===== src/rtl/tdm_demux.sv =====
// Receive side of a 2^SEL_W:1 TDM link: routes each framed beat to the output
// channel of its slot and flags framing violations.
module tdm_demux #(
    parameter int DATA_W = 8,
    parameter int SEL_W  = 2
) (
    input  logic                           clk,
    input  logic                           rst_n,
    input  logic                           in_valid,
    input  logic                           in_sof,
    input  logic [DATA_W-1:0]              in_data,
    output logic [(2**SEL_W)*DATA_W-1:0]   out_data,
    output logic [(2**SEL_W)-1:0]          out_valid,
    output logic                           frame_done,
    output logic                           sync_err,
    output logic                           locked
);

    localparam int NUM_CH = 2**SEL_W;

    typedef enum logic [0:0] {
        ST_HUNT = 1'b0,
        ST_RUN  = 1'b1
    } state_t;

    state_t                     state_r;
    state_t                     state_nxt_s;
    logic [SEL_W-1:0]           slot_r;
    logic [SEL_W-1:0]           slot_nxt_s;
    logic                       wr_en_s;
    logic [SEL_W-1:0]           wr_slot_s;
    logic                       done_s;
    logic                       err_s;
    logic [NUM_CH-1:0]          valid_nxt_s;

    logic [NUM_CH*DATA_W-1:0]   out_data_r;
    logic [NUM_CH-1:0]          out_valid_r;
    logic                       frame_done_r;
    logic                       sync_err_r;
    logic                       locked_r;

    // Next-state and per-beat write/pulse decisions.
    always_comb begin
        state_nxt_s = state_r;
        slot_nxt_s  = slot_r;
        wr_en_s     = 1'b0;
        wr_slot_s   = {SEL_W{1'b0}};
        done_s      = 1'b0;
        err_s       = 1'b0;
        case (state_r)
            ST_HUNT: begin
                if (in_valid && in_sof) begin
                    wr_en_s     = 1'b1;
                    wr_slot_s   = {SEL_W{1'b0}};
                    slot_nxt_s  = SEL_W'(1);
                    state_nxt_s = ST_RUN;
                end else begin
                    slot_nxt_s  = {SEL_W{1'b0}};
                end
            end
            ST_RUN: begin
                if (!in_valid) begin
                    slot_nxt_s = slot_r;
                end else if (in_sof) begin
                    // An SOF away from slot 0 abandons the partial frame but still opens a new one.
                    err_s      = (slot_r != {SEL_W{1'b0}});
                    wr_en_s    = 1'b1;
                    wr_slot_s  = {SEL_W{1'b0}};
                    slot_nxt_s = SEL_W'(1);
                end else if (slot_r == {SEL_W{1'b0}}) begin
                    err_s       = 1'b1;
                    slot_nxt_s  = {SEL_W{1'b0}};
                    state_nxt_s = ST_HUNT;
                end else begin
                    wr_en_s    = 1'b1;
                    wr_slot_s  = slot_r;
                    done_s     = (slot_r == {SEL_W{1'b1}});
                    slot_nxt_s = slot_r + SEL_W'(1);
                end
            end
            default: begin
                state_nxt_s = ST_HUNT;
                slot_nxt_s  = {SEL_W{1'b0}};
            end
        endcase
    end

    // One-hot strobe for the channel being written this beat.
    always_comb begin
        if (wr_en_s) begin
            valid_nxt_s = NUM_CH'(1) << wr_slot_s;
        end else begin
            valid_nxt_s = {NUM_CH{1'b0}};
        end
    end

    // Framing state and slot counter.
    always_ff @(posedge clk or negedge rst_n) begin
        if (!rst_n) begin
            state_r  <= ST_HUNT;
            slot_r   <= {SEL_W{1'b0}};
            locked_r <= 1'b0;
        end else begin
            state_r  <= state_nxt_s;
            slot_r   <= slot_nxt_s;
            locked_r <= (state_nxt_s == ST_RUN);
        end
    end

    // Registered channel words and pulses.
    always_ff @(posedge clk or negedge rst_n) begin
        if (!rst_n) begin
            out_data_r   <= {(NUM_CH*DATA_W){1'b0}};
            out_valid_r  <= {NUM_CH{1'b0}};
            frame_done_r <= 1'b0;
            sync_err_r   <= 1'b0;
        end else begin
            for (int i = 0; i < NUM_CH; i++) begin
                if (wr_en_s && (wr_slot_s == SEL_W'(i))) begin
                    out_data_r[i*DATA_W +: DATA_W] <= in_data;
                end
            end
            out_valid_r  <= valid_nxt_s;
            frame_done_r <= done_s;
            sync_err_r   <= err_s;
        end
    end

    assign out_data   = out_data_r;
    assign out_valid  = out_valid_r;
    assign frame_done = frame_done_r;
    assign sync_err   = sync_err_r;
    assign locked     = locked_r;

endmodule


===== config.mk =====
export PLATFORM = sky130hd
export DESIGN_NAME = tdm_demux
export DESIGN_NICKNAME = d
export VERILOG_FILES = /design/src/rtl/tdm_demux.sv
export SDC_FILE = /design/constraint.sdc
export NUM_CORES = 1
export LEC_CHECK = 0
export BUFFER_PORTS_ARGS = -buffer_cell sky130_fd_sc_hd__buf_2
export CORE_UTILIZATION = 35
export DETAILED_ROUTE_END_ITERATION = 12
export PLACE_DENSITY_LB_ADDON = 0.12
export SYNTH_ARGS = -nofsm -noshare
export SYNTH_HDL_FRONTEND = slang
export SYNTH_SLANG_ARGS = --single-unit

===== constraint.sdc =====
create_clock -name clk -period 2.3 [get_ports clk]
set_input_delay 0.46 -clock clk [delete_from_list [all_inputs] [get_ports clk]]
set_output_delay 0.46 -clock clk [all_outputs]
set_load 0.02 [all_outputs]

==> summary.txt <==
Outcome
  – Status: complete, no violations

Global route
  – Pin count of the biggest net entering global routing: 20
  – First-pass GRT wire length: 5610 um
  – Total Routing Usage GR: 15.1%
  – Grt total ovfl: 0
  – Antenna violations before repair: 0
  – Vias in the first global route: 1088

Drt
  – Avg WL per Cell: 15.9 um
  – Via count: 1041
  – # DRC: 0
  – DRT antenna net count: 0
  – Total wire length: 3470 um
  – DRT Pass-1 Iters: 6
  – Detailed Route Iter0 Violations: 37
  – Vias per cell: 4.78

Logic synthesis
  – Count leader, synth: dfrtp_1
  – Yosys warnings: 0
  – Seq/Total Area, Yosys: 61.7%
  – Most used DFF post-synth: dfrtp_1
  – Yosys top cell area share: 61.7%
  – Ranking of synthesized cells by area: dfrtp_1 62%, mux2_2 19%, ha_1 3.0%, mux2_1 2.7%, nor4_4 2.6%
  – Post-synthesis cell type count: 22
  – Gate Count Post-Synth: 106
  – Post-synth top cells: 41 x dfrtp_1, 28 x mux2_2, 5 x inv_1, 4 x ha_1, 4 x mux2_1
  – Async SR Flop Fraction: 100%
  – Post-Synthesis Cell Area: 1660 sq um
  – Syn Nets: 122
  – Number of flops mapped to enable cells by yosys: 0
  – Cell accounting for the most synthesized area: dfrtp_1
  – Syn Area/Cell: 15.7 sq um
  – Synth Register Bits: 41

Power and ir drop
  – Leak Pwr: 0.00112 uW
  – Total power: 2410 uW
  – Worst VDD drop: 460 uV
  – Cell Pwr Density: 1130 nW/um^2

CTS
  – CTS clk-pin slew, worst paths: 0.08 ns
  – CTS H-Tree Depth: 2
  – Root Buffer: clkbuf_8
  – CTS tree: done
  – CTS sink cnt: 41
  – Worst-Skew Late Latency: 0.29 ns
  – Num CTS Buffers: 5
  – Clock Path Buffers: 2

Die
  – Die Wd: 70.9 um
  – Placement Rows: 24
  – Die Ht: 70.9 um
  – Area of the die: 5030 sq um
  – Core region area: 4470 sq um
  – Starting density of the core: 37.2%
  – Top Ports: 51

Setup path
  – Cell repeated most along the worst path: ha_1
  – Cell with the largest stage delay on the worst path: dfrtp_1
  – CP Class: reg -> reg
  – Worst EP required: 2.47 ns
  – Crit end category: register
  – Critical Path Start Type: register
  – Critical-path cell list: inv_1 > ha_1 > ha_1 > a21boi_1 > o2111ai_2 > buf_4 > mux2_2
  – Critical Path Max Stage Delay: 0.39 ns
  – Reg-to-reg slack, setup: 0.12 ns
  – CP max FO: 9
  – Critical Path AT: 2.35 ns

Placed design
  – Hpwl dp: 2420 um
  – Gpl congestion: 0.694
  – # port buffers: 50

Flow run
  – Total of max-cap violations: 0

Layout
  – Nets: 181
  – Layout area overhead: 27.8%
  – Share of layout cells above drive strength 1: 57.2%
  – Number of diodes: 0

STA
  – Final hold slack: 0.108 ns
  – Fin Setup TNS: 0 ns
  – Max-Slew Margin vs Limit: 69.9%
  – Final min period: 2.18 ns
  – Clock skew: 0.0108 ns
  – Unrepaired setup endpoints after global routing: false
  – Fin. Hold Viols: 0
  – Ratio of final minimum period to clock period: 94.9%
  – Worst Tran Pin Value: 0.452 ns
  – # setup viols final: 0
  – Upper clock frequency limit: 458 MHz
  – Slew Limit Fails: 0

Min path
  – Worst Hold Class: in -> async
timing repair:
action	4_1_cts	5_1_grt
resized for setup	0	2
buffers inserted	0	0
endpoints found under the setup margin	0	16
hold buffers	0	0
power breakdown:
group          total [uW]  internal, uW  switching (uW)
combinational         784           318             466
clock                 589           354             235
sequential           1030           919             115
total                2410          1590             816
layout make-up:
class | instances | area [sq um]
Clock buffer | 7 | 86.3
Clock inverter | 1 | 30.0
Fill cell | 417 | 2350
Inverter | 5 | 18.8
Multi-Input combinational cell | 57 | 612
Sequential cell | 41 | 1030
Tap cell | 52 | 65.1
Timing Repair Buffer | 55 | 288
cells in the final DEF, fill, tap and decap left out, types with 2 or more instances in the layout:
master and n:
buf_2 50, dfrtp_1 41, mux2_2 28, clkbuf_8 6
inv_1 5, buf_4 5, mux2_1 4, ha_1 4
nor2b_1 2, nor4_4 2, nand2b_1 2, a21oi_1 2
nand2_1 2
cells by family (layout without fill, tap and decap cells):
group / count (synthesis) / after routing / share of synthesized area [%]
flops: 41 / 41 / 61.7
compound gates: 7 / 7 / 3.69
simple gates: 13 / 13 / 7.15
buf+inv: 8 / 68 / 2.18
fa+ha+maj: 4 / 4 / 3.01
mux: 33 / 33 / 22.3
per-stage QoR:
stage                     worst slack [ns]  cells  utilization, %  instance area, sq um
after floorplan                      0.268    106               -                  1660
after global placement               0.203    210            44.7                  2000
after detailed placement            0.0657    210            44.7                  2000
after CTS                           0.0508    218            47.3                  2110
after global routing              0.000299    218            47.5                  2130
final                                0.118    218            47.5                  2130
path summary, 6_finish.rpt:
check                                     to  depth (start not counted)         start
worst max register to register  out_data[18]                          7     slot_r[0]
max in group asynchronous        out_data[9]                          2         rst_n
worst min-delay path            out_valid[3]                          1         rst_n
worst max-delay path            out_data[18]                          7     slot_r[0]
worst min register to register  out_data[31]                          1  out_data[31]
min in group clk                out_data[31]                          2    in_data[7]
flip-flops by register name, summed over array words and instances, names as in the netlist:
signal      cells
out_data       32
out_valid       4
slot_r          2
frame_done      1
locked          1
sync_err        1
worst max-delay path, delay by kind of cell (launching register included):
kind	cells	cell delay, ns
flip-flops	1	0.39
adder cells (fa/ha/maj)	2	0.56
AO/OA/AOI/OAI	2	0.47
buffers and inverters	2	0.37
multiplexers	1	0.28
per-layer routing:
metal	GRT usage (%)	share of wire [%]	routed length, um	vias to the layer above
met2	23.7	48	1660	34
met5	0	0	0	-
li1	-	-	-	492
met4	6.67	1.6	56	0
met1	19.6	46	1580	508
met3	4.13	4.8	168	7
(Power assumes the default switching activity.)
